**config.mk**
```make
export PLATFORM = sky130hd
export DESIGN_NAME = parking_gate_ctrl
export DESIGN_NICKNAME = d
export VERILOG_FILES = /design/src/rtl/parking_pkg.sv /design/src/rtl/gate_lane.sv /design/src/rtl/parking_gate_ctrl.sv
export SDC_FILE = /design/constraint.sdc
export NUM_CORES = 1
export LEC_CHECK = 0
export BUFFER_PORTS_ARGS = -buffer_cell sky130_fd_sc_hd__buf_2
export CAP_MARGIN = 20
export CORE_MARGIN = 8
export CORE_UTILIZATION = 61
export DETAILED_ROUTE_END_ITERATION = 7
export PLACE_DENSITY = 0.84
export REMOVE_ABC_BUFFERS = 1
export SLEW_MARGIN = 10
export SYNTH_ARGS = -nofsm -noshare
export SYNTH_HDL_FRONTEND = slang
export SYNTH_HIERARCHICAL = 1
export SYNTH_SLANG_ARGS = --single-unit
```
**constraint.sdc**
```tcl
create_clock -name clk -period 4.1 [get_ports clk]
set_input_delay 0.205 -clock clk [delete_from_list [all_inputs] [get_ports clk]]
set_output_delay 0.205 -clock clk [all_outputs]
set_load 0.05 [all_outputs]
```
**src/rtl/parking_pkg.sv**
```systemverilog
// parking_pkg: shared lane state encoding and time-of-day widths/limits.
package parking_pkg;
  typedef enum logic [2:0] {IDLE, CHECK, OPEN, DENY, CLEAR} lane_state_e;
  localparam int HOUR_W = 5;
  localparam int MIN_W = 6;
  localparam int HOURS_PER_DAY = 24;
  localparam int MINS_PER_HOUR = 60;
endpackage

```
**src/rtl/gate_lane.sv**
```systemverilog
// gate_lane: debounced req/pass sensors, barrier FSM with timeout and class latch.
module gate_lane
  import parking_pkg::*;
#(
  parameter int DEBOUNCE_CYC = 4,
  parameter int OPEN_TIMEOUT = 64,
  parameter bit CHECK_EN = 1'b1
) (
  input  logic clk,
  input  logic rst_n,
  input  logic req_i,
  input  logic is_uni_i,
  input  logic pass_i,
  input  logic uni_space_i,
  input  logic guest_space_i,
  output logic gate_open_o,
  output logic denied_o,
  output logic evt_o,
  output logic evt_uni_o
);
  localparam int DW = $clog2(DEBOUNCE_CYC);
  localparam int TW = $clog2(OPEN_TIMEOUT);
  logic [1:0] raw, filt_q, rise_q;
  logic [1:0][DW-1:0] cnt_q;
  lane_state_e state_q, state_d;
  logic cls_q, cls_d, evt_q, evt_d;
  logic [TW-1:0] tmr_q, tmr_d;
  assign raw = {pass_i, req_i};
  // bit 0 = req, bit 1 = pass; rise_q strobes for one cycle when a filter goes high
  always_ff @(posedge clk) begin
    if (!rst_n) begin
      cnt_q <= '0;
      filt_q <= '0;
      rise_q <= '0;
    end else begin
      for (int i = 0; i < 2; i++) begin
        rise_q[i] <= 1'b0;
        if (raw[i] == filt_q[i]) cnt_q[i] <= '0;
        else if (cnt_q[i] == DW'(DEBOUNCE_CYC - 1)) begin
          filt_q[i] <= raw[i];
          rise_q[i] <= raw[i];
          cnt_q[i] <= '0;
        end else cnt_q[i] <= cnt_q[i] + 1'b1;
      end
    end
  end
  always_ff @(posedge clk) begin
    if (!rst_n) begin
      state_q <= IDLE;
      cls_q <= 1'b0;
      evt_q <= 1'b0;
      tmr_q <= '0;
    end else begin
      state_q <= state_d;
      cls_q <= cls_d;
      evt_q <= evt_d;
      tmr_q <= tmr_d;
    end
  end
  always_comb begin
    state_d = state_q;
    cls_d = cls_q;
    evt_d = 1'b0;
    tmr_d = '0;
    case (state_q)
      IDLE: if (rise_q[0]) begin
        state_d = CHECK;
        cls_d = is_uni_i;
      end
      CHECK: state_d = (!CHECK_EN || (cls_q ? uni_space_i : guest_space_i)) ? OPEN : DENY;
      OPEN: if (rise_q[1]) begin
        state_d = CLEAR;
        evt_d = 1'b1;
      end else if (tmr_q == TW'(OPEN_TIMEOUT - 1)) state_d = CLEAR;
      else tmr_d = tmr_q + 1'b1;
      DENY: if (!filt_q[0]) state_d = IDLE;
      CLEAR: if (filt_q == 2'b00) state_d = IDLE;
      default: state_d = IDLE;
    endcase
  end
  assign gate_open_o = state_q == OPEN;
  assign denied_o = state_q == DENY;
  assign evt_o = evt_q;
  assign evt_uni_o = evt_q & cls_q;
endmodule

```
**src/rtl/parking_gate_ctrl.sv**
```systemverilog
// parking_gate_ctrl: entry/exit barrier lanes plus the minute/hour time-of-day counter.
module parking_gate_ctrl
  import parking_pkg::*;
#(
  parameter int DEBOUNCE_CYC = 4,
  parameter int OPEN_TIMEOUT = 64,
  parameter int HOUR_RESET = 8
) (
  input  logic clk,
  input  logic rst_n,
  input  logic min_tick,
  input  logic ent_req,
  input  logic ent_is_uni,
  input  logic ent_pass,
  input  logic ext_req,
  input  logic ext_is_uni,
  input  logic ext_pass,
  input  logic uni_is_vacated_space,
  input  logic is_vacated_space,
  output logic car_entered,
  output logic is_uni_car_entered,
  output logic car_exited,
  output logic is_uni_car_exited,
  output logic ent_gate_open,
  output logic ext_gate_open,
  output logic ent_denied,
  output logic [HOUR_W-1:0] hour,
  output logic [MIN_W-1:0] minute
);
  logic ent_den, ext_den;
  logic [MIN_W-1:0] min_q, min_d;
  logic [HOUR_W-1:0] hour_q, hour_d;
  logic min_wrap;
  gate_lane #(.DEBOUNCE_CYC(DEBOUNCE_CYC), .OPEN_TIMEOUT(OPEN_TIMEOUT), .CHECK_EN(1'b1)) u_ent (
    .clk(clk), .rst_n(rst_n), .req_i(ent_req), .is_uni_i(ent_is_uni), .pass_i(ent_pass),
    .uni_space_i(uni_is_vacated_space), .guest_space_i(is_vacated_space),
    .gate_open_o(ent_gate_open), .denied_o(ent_den), .evt_o(car_entered), .evt_uni_o(is_uni_car_entered)
  );
  gate_lane #(.DEBOUNCE_CYC(DEBOUNCE_CYC), .OPEN_TIMEOUT(OPEN_TIMEOUT), .CHECK_EN(1'b0)) u_ext (
    .clk(clk), .rst_n(rst_n), .req_i(ext_req), .is_uni_i(ext_is_uni), .pass_i(ext_pass),
    .uni_space_i(uni_is_vacated_space), .guest_space_i(is_vacated_space),
    .gate_open_o(ext_gate_open), .denied_o(ext_den), .evt_o(car_exited), .evt_uni_o(is_uni_car_exited)
  );
  // the exit lane never reaches DENY, so its flag is constantly 0
  assign ent_denied = ent_den | ext_den;
  assign min_wrap = min_q == MIN_W'(MINS_PER_HOUR - 1);
  always_comb begin
    min_d = min_q;
    hour_d = hour_q;
    if (min_tick) begin
      min_d = min_wrap ? '0 : min_q + 1'b1;
      if (min_wrap) hour_d = (hour_q == HOUR_W'(HOURS_PER_DAY - 1)) ? '0 : hour_q + 1'b1;
    end
  end
  always_ff @(posedge clk) begin
    if (!rst_n) begin
      min_q <= '0;
      hour_q <= HOUR_W'(HOUR_RESET);
    end else begin
      min_q <= min_d;
      hour_q <= hour_d;
    end
  end
  assign hour = hour_q;
  assign minute = min_q;
endmodule

```
==> flow_metrics.env, run 1 <==
export IMPL_yosys_top_cells_area="dfxtp_1, and4b_1, ha_1, mux2i_1, xor2_1"
export IMPL_post_route_cell_area_um2=2440
export IMPL_clkTransAtPathRegs_ns=0.15
export IMPL_rsz0062_at_grt="false"
export IMPL_post_route_min_period_ns=1.84
export IMPL_final_cells=296
export IMPL_grt_first_pass_wirelength_um=6490
export IMPL_final_setup_viol_count=0
export IMPL_report_final_slew_viol_count=0
export IMPL_drt_total_wl_um=3770
export IMPL_cp_slowest_stage_delay_ns=0.54
export IMPL_yosys_register_bits=49
export IMPL_synth_warnings=6
export IMPL_layout_worst_path_cycle_share_pct=44.9
export IMPL_synthCells=217
export IMPL_timing_critical_path_to_type="output pin"
export IMPL_initial_utilization_pct=61.9
export IMPL_drcViolationCount=0
export IMPL_numCtsBuffers=5
export IMPL_synth_top_area_share_pct=44.3
export IMPL_die_area_um2=5810
export IMPL_slew_headroom_pct=69.8
export IMPL_run_status="completed"
export IMPL_arrival_ns=1.64
export IMPL_worstPathCellList="and3b_2 -> or2_2 -> buf_2"
export IMPL_grt_antenna_before_repair=0
export IMPL_synth_edff_count=0
export IMPL_required_ns=3.89
export IMPL_yosys_area_share_xor_xnor_pct=5.54
export IMPL_hold_path_class="in -> reg"
export IMPL_grtUsageTotal_pct=13.1
export IMPL_timing_critical_path_fanout_max=9
export IMPL_grt_overflow=0
export IMPL_postCtsResizedCells=0
export IMPL_placeableCoreArea_um2=3580
export IMPL_final_setup_tns_ns=0
export IMPL_num_vias=1625
export IMPL_clock_path_buffers=2
export IMPL_start_kind="flip-flop"
export IMPL_place_hpwl_um=2750
export IMPL_async_flop_share_pct=0
export IMPL_yosysMostFrequentCell="dfxtp_1"
export IMPL_cts_tree="built"
export IMPL_timing_worst_slew_pin_value_ns=0.448
export IMPL_die_y_um=76.3
export IMPL_post_cts_buffers=0
export IMPL_drt_pre_antenna_iters=4
export IMPL_area_growth_synth_to_final_pct=10.1
export IMPL_globalplace_congestion=0.812
export IMPL_cap_violations=0
export IMPL_post_synth_fa_ha_maj_area_fraction_pct=4.52
export IMPL_syn_avg_cell_area_um2=10.2
export IMPL_die_width_um=76.3
export IMPL_residual_antenna_violating_net_count_after_detailed_routing=0
export IMPL_leakage_nw=0.967
export IMPL_timing_critical_path_slowest_stage_cell="dfxtp_1"
export IMPL_path_delay_family="flip-flops"
export IMPL_cts_num_sinks=49
export IMPL_synth_sequential_area_ratio_pct=44.3
export IMPL_max_vdd_ir_drop_v=0.000239
export IMPL_grt_max_degree=28
export IMPL_clock_insertion_delay_worst_skew_ns=0.36
export IMPL_post_synth_top_area_cell="dfxtp_1"
export IMPL_num_nets_final=266
export IMPL_post_drt_wl_per_cell_um=12.7
export IMPL_synth_distinct_cells=53
export IMPL_layout_drive_gt1_share_pct=20.6
export IMPL_grt_pass1_vias=1442
export IMPL_io_pins=29
export IMPL_ys_top_cells_by_count="dfxtp_1, nor2_1, and4b_1, xor2_1"
export IMPL_hold_buf_cts=0
export IMPL_syn_area_um2=2210
export IMPL_predominant_post_synthesis_flop_cell="dfxtp_1"
export IMPL_finalClockSkew_ns=0.0153
export IMPL_synth_top_family_by_area="simple AND/OR/NAND/NOR gates"
export IMPL_place_inst=288
export IMPL_finalHoldViolations=0
export IMPL_area_fraction_in_compound_gates_after_synthesis_pct=11.0
export IMPL_clock_root_buffer="clkbuf_4"
export IMPL_critical_path_buf_inv_count=1
export IMPL_p_per_area_nw_per_um2=348
export IMPL_synthMuxAreaShare_pct=4.58
export IMPL_fmax_ghz=0.543
export IMPL_antenna_diode_count=0
export IMPL_detail_route_iter0_violations=71
export IMPL_h_tree_depth=2
export IMPL_viasPerCell=5.49
export IMPL_placed_cell_area_um2=2380
export IMPL_portBuffers=28
export IMPL_rows=22
export IMPL_setup_worst_path_class="reg -> out"
export IMPL_post_synth_and_or_nand_nor_area_fraction_pct=26.9
[worst register-to-register path: stages, from the launching register on]
cell and delay [ns]:
dfxtp_1 0.40, ha_1 0.20, nand3_2 0.20, or4_1 0.56
a21oi_1 0.13
[final timing paths]
check / startpoint / endpoint / slack, ns / depth (start not counted)
setup reg to reg: minute[0]$_SDFFE_PN0P_ / hour[0]$_SDFFE_PN0P_ / 2.55 / 4
setup / recovery: u_ext/state_q[2]$_SDFFE_PN0P_ / ent_denied / 2.26 / 3
hold / removal: ent_is_uni / u_ent/cls_q$_SDFFE_PN0P_ / 0.11 / 3
hold reg to reg: u_ent/cnt_q[2]$_SDFF_PP0_ / u_ent/cnt_q[2]$_SDFF_PP0_ / 0.44 / 1
[through the flow]
stage	utilization, %	total power [W]	hold WS (ns)	setup slack (ns)
3_5_place_dp	66.5	0.000639	0.424	2.58
6_report	68.1	0.000848	0.106	2.26
5_1_grt	68.1	0.000892	0.0986	2.17
2_1_floorplan	-	0.000609	0.323	2.28
4_1_cts	68.1	0.000857	0.0922	2.24
3_3_place_gp	66.5	0.000637	0.417	2.63
[placed cells by master (no fill, tap or decap), drive strengths merged, types with 5 or more instances in the layout]
cell type and count:
inv 9, nor3b 5, dfxtp 49, nor2 21
clkbuf 5, nand2 9, xor2 10, and4b 10
ha 8, buf 28, o21ai 7, nand3 9
a21oi 7, mux2i 9
[sequential cells by signal, summed over array words and instances (netlist names)]
register	cells
minute	6
u_ent/tmr_q	6
u_ext/tmr_q	6
hour	5
u_ent/cnt_q	4
u_ext/cnt_q	4
u_ent/state_q	3
u_ext/state_q	3
u_ent/filt_q	2
u_ent/rise_q	2
u_ext/filt_q	2
u_ext/rise_q	2
u_ent/cls_q	1
u_ent/evt_o	1
u_ext/cls_q	1
u_ext/evt_o	1
[kinds of logic (layout without fill, tap and decap cells)]
logic type,after synthesis,count (layout)
compound gates,32,32
xor+xnor,14,14
flops,49,49
mux,10,10
simple gates,90,90
fa+ha+maj,8,8
buf+inv,14,45
[power breakdown]
group,internal [W],total (W),switching [W]
registers,0.000493,0.000515,0.0000220
clock network,0.0000665,0.000219,0.000153
logic,0.0000457,0.000114,0.0000684
total,0.000605,0.000848,0.000243
[layer usage]
layer | vias to the layer above | GRT usage (%) | part of all wire (%)
met4 | 0 | 4.04 | 1.0
li1 | 839 | - | -
met3 | 5 | 4.13 | 4.6
met2 | 29 | 20.4 | 45
met1 | 752 | 16.7 | 49
met5 | - | 0 | 0
[cell type report]
type | instances | area [um^2]
Multi-Input combinational cell | 154 | 1160
Timing Repair Buffer | 28 | 140
Inverter | 9 | 33.8
Clock buffer | 5 | 37.5
Tap cell | 48 | 60.1
Clock inverter | 3 | 22.5
Sequential cell | 49 | 981
Fill cell | 313 | 1140
No activity file was read; power rests on OpenSTA's default activity.
==> run 2: changes to the inputs <==
--- a/config.mk
+++ b/config.mk
@@ -8,9 +8,9 @@
 export BUFFER_PORTS_ARGS = -buffer_cell sky130_fd_sc_hd__buf_2
 export CAP_MARGIN = 20
 export CORE_MARGIN = 8
-export CORE_UTILIZATION = 61
+export CORE_UTILIZATION = 51
 export DETAILED_ROUTE_END_ITERATION = 7
-export PLACE_DENSITY = 0.84
+export PLACE_DENSITY = 0.75
 export REMOVE_ABC_BUFFERS = 1
 export SLEW_MARGIN = 10
 export SYNTH_ARGS = -nofsm -noshare
==> constraint.sdc (replaced) <==
create_clock -name clk -period 1.6 [get_ports clk]
set_input_delay 0.08 -clock clk [delete_from_list [all_inputs] [get_ports clk]]
set_output_delay 0.08 -clock clk [all_outputs]
set_load 0.05 [all_outputs]
==> flow_metrics.env, run 2 (synthesis results as in run 1) <==
export IMPL_post_cts_buffers=0
export IMPL_post_drt_wl_per_cell_um=12.9
export IMPL_gr_usage_met1_pct=16.7
export IMPL_crit_reg2reg_capture="hour[0]$_SDFFE_PN0P_"
export IMPL_finish_utilization_pct=58.9
export IMPL_max_vdd_ir_drop_v=0.000507
export IMPL_worstPathCellList="and3b_4 -> or2_2 -> buf_2"
export IMPL_setup_worst_path_class="reg -> out"
export IMPL_die_y_um=81.9
export IMPL_area_growth_synth_to_final_pct=13.4
export IMPL_numCtsBuffers=5
export IMPL_grt_first_pass_wirelength_um=6860
export IMPL_h_tree_depth=2
export IMPL_r2r_cells=4
export IMPL_gr_max_usage_layer="met2"
export IMPL_cts_tree="built"
export IMPL_io_pins=29
export IMPL_timing_hold_worst_endpoint="u_ent/cls_q$_SDFFE_PN0P_"
export IMPL_report_final_slew_viol_count=0
export IMPL_layout_drive_gt1_share_pct=22.3
export IMPL_portBuffers=28
export IMPL_postCtsResizedCells=1
export IMPL_clock_root_buffer="clkbuf_8"
export IMPL_timing_critical_path_fanout_max=9
export IMPL_cp_slowest_stage_delay_ns=0.43
export IMPL_seq_area_um2=985
export IMPL_drt_total_wl_um=3900
export IMPL_timing_critical_path_slowest_stage_cell="dfxtp_2"
export IMPL_hold_buf_cts=0
export IMPL_die_width_um=81.9
export IMPL_slew_headroom_pct=72.6
export IMPL_rsz0062_at_grt="false"
export IMPL_required_ns=1.52
export IMPL_cap_violations=0
export IMPL_place_inst=296
export IMPL_num_vias=1642
export IMPL_met2_usage_pct=19.5
export IMPL_die_area_um2=6710
export IMPL_timing_critical_path_to_type="output pin"
export IMPL_cts_num_sinks=49
export IMPL_final_fill_count=378
export IMPL_place_hpwl_um=2830
export IMPL_final_cell_mix="dfxtp_1, buf_2, nor2_1"
export IMPL_globalplace_congestion=0.766
export IMPL_multi_input_area_um2=1170
export IMPL_arrival_ns=1.45
export IMPL_final_cells=303
export IMPL_grt_max_degree=25
export IMPL_report_power_total_w=0.00233
export IMPL_clock_insertion_delay_worst_skew_ns=0.29
export IMPL_finalHoldViolations=0
export IMPL_reg2reg_slack_ns=0.13
export IMPL_mostFrequentLayoutCell="dfxtp_1"
export IMPL_start_kind="flip-flop"
export IMPL_layout_worst_path_cycle_share_pct=95.8
export IMPL_initial_utilization_pct=51.9
export IMPL_grt_pass1_vias=1573
export IMPL_detail_route_iter0_violations=97
export IMPL_grtUsageTotal_pct=12.9
export IMPL_grt_overflow=0
export IMPL_p_per_area_nw_per_um2=929
export IMPL_min_from="ent_is_uni"
export IMPL_finalClockSkew_ns=0.00477
export IMPL_use_met3_pct=3.17
export IMPL_clock_path_buffers=2
export IMPL_run_status="completed"
export IMPL_drt_pre_antenna_iters=4
export IMPL_drcViolationCount=0
export IMPL_leakage_nw=1.01
export IMPL_rows=24
export IMPL_post_route_min_period_ns=1.53
export IMPL_placeableCoreArea_um2=4260
export IMPL_viasPerCell=5.42
export IMPL_min_path_cells=3
export IMPL_final_setup_viol_count=0
export IMPL_grt_antenna_before_repair=0
export IMPL_timing_worst_slew_pin_value_ns=0.411
export IMPL_antenna_diode_count=0
export IMPL_fmax_ghz=0.653
export IMPL_clkTransAtPathRegs_ns=0.08
export IMPL_launch_point_of_the_worst_reg_to_reg_path="minute[1]$_SDFFE_PN0P_"
export IMPL_hold_path_class="in -> reg"
export IMPL_residual_antenna_violating_net_count_after_detailed_routing=0
export IMPL_num_nets_final=270
-- run 2: cell types whose count changed in the layout (fill, tap and decap cells not counted) --
cell,previous run,this run
clkbuf_4,5,0
clkinvlp_4,3,0
nand3_2,1,0
dfxtp_1,49,46
clkbuf_1,0,1
dfxtp_2,0,3
nand3_4,0,1
clkbuf_8,0,6
buf_4,0,4
-- run 2: stage by stage --
step           worst slack [ns]  hold WS, ns  setup TNS, ns  instance area (um^2)
2_1_floorplan            -0.225        0.198          -1.10                  2180
3_3_place_gp              0.144        0.323              0                  2410
3_5_place_dp             0.0902        0.338              0                  2410
4_1_cts                  0.0294       0.0236              0                  2500
5_1_grt                 0.00511       0.0381              0                  2510
6_report                 0.0678       0.0284              0                  2510
-- run 2: worst max-delay path by stage --
stage                                              from              endpoint  cells past startpoint
after floorplan                  minute[0]$_SDFFE_PN0P_  hour[0]$_SDFFE_PN0P_                      4
after global placement           minute[1]$_SDFFE_PN0P_  hour[0]$_SDFFE_PN0P_                      4
after detailed placement         minute[1]$_SDFFE_PN0P_  hour[0]$_SDFFE_PN0P_                      4
after CTS                 u_ext/state_q[1]$_SDFFE_PN0P_         ext_gate_open                      2
after global routing      u_ent/state_q[2]$_SDFFE_PN0P_            ent_denied                      3
final                     u_ent/state_q[2]$_SDFFE_PN0P_            ent_denied                      3
-- run 2: report_power, final --
group	internal, W	leakage (nW)	switching (W)	total, W
Combinational	0.000124	0.567	0.000178	0.000302
Sequential	0.00126	0.398	0.0000577	0.00132
Clock	0.000343	0.0443	0.000370	0.000713
-- run 2: layout make-up --
type                            count  share of cell area, %
Multi-Input combinational cell    154                   46.6
Sequential cell                    49                   39.2
Timing Repair Buffer               32                   6.78
Clock buffer                        7                   3.44
Tap cell                           52                   2.59
Inverter                            9                   1.35
-- run 2: layer usage --
layer  share of wire (%)  wire length [um]
met1                  50              1940
met2                  44              1720
met3                 4.8               186
met4                 1.4                53
met5                   0                 0
-- run 2: worst max-delay path, delay by kind of cell (launching register included) --
kind | cells | cell delay [ns]
simple gates | 2 | 0.51
flops | 1 | 0.43
buf+inv | 1 | 0.21
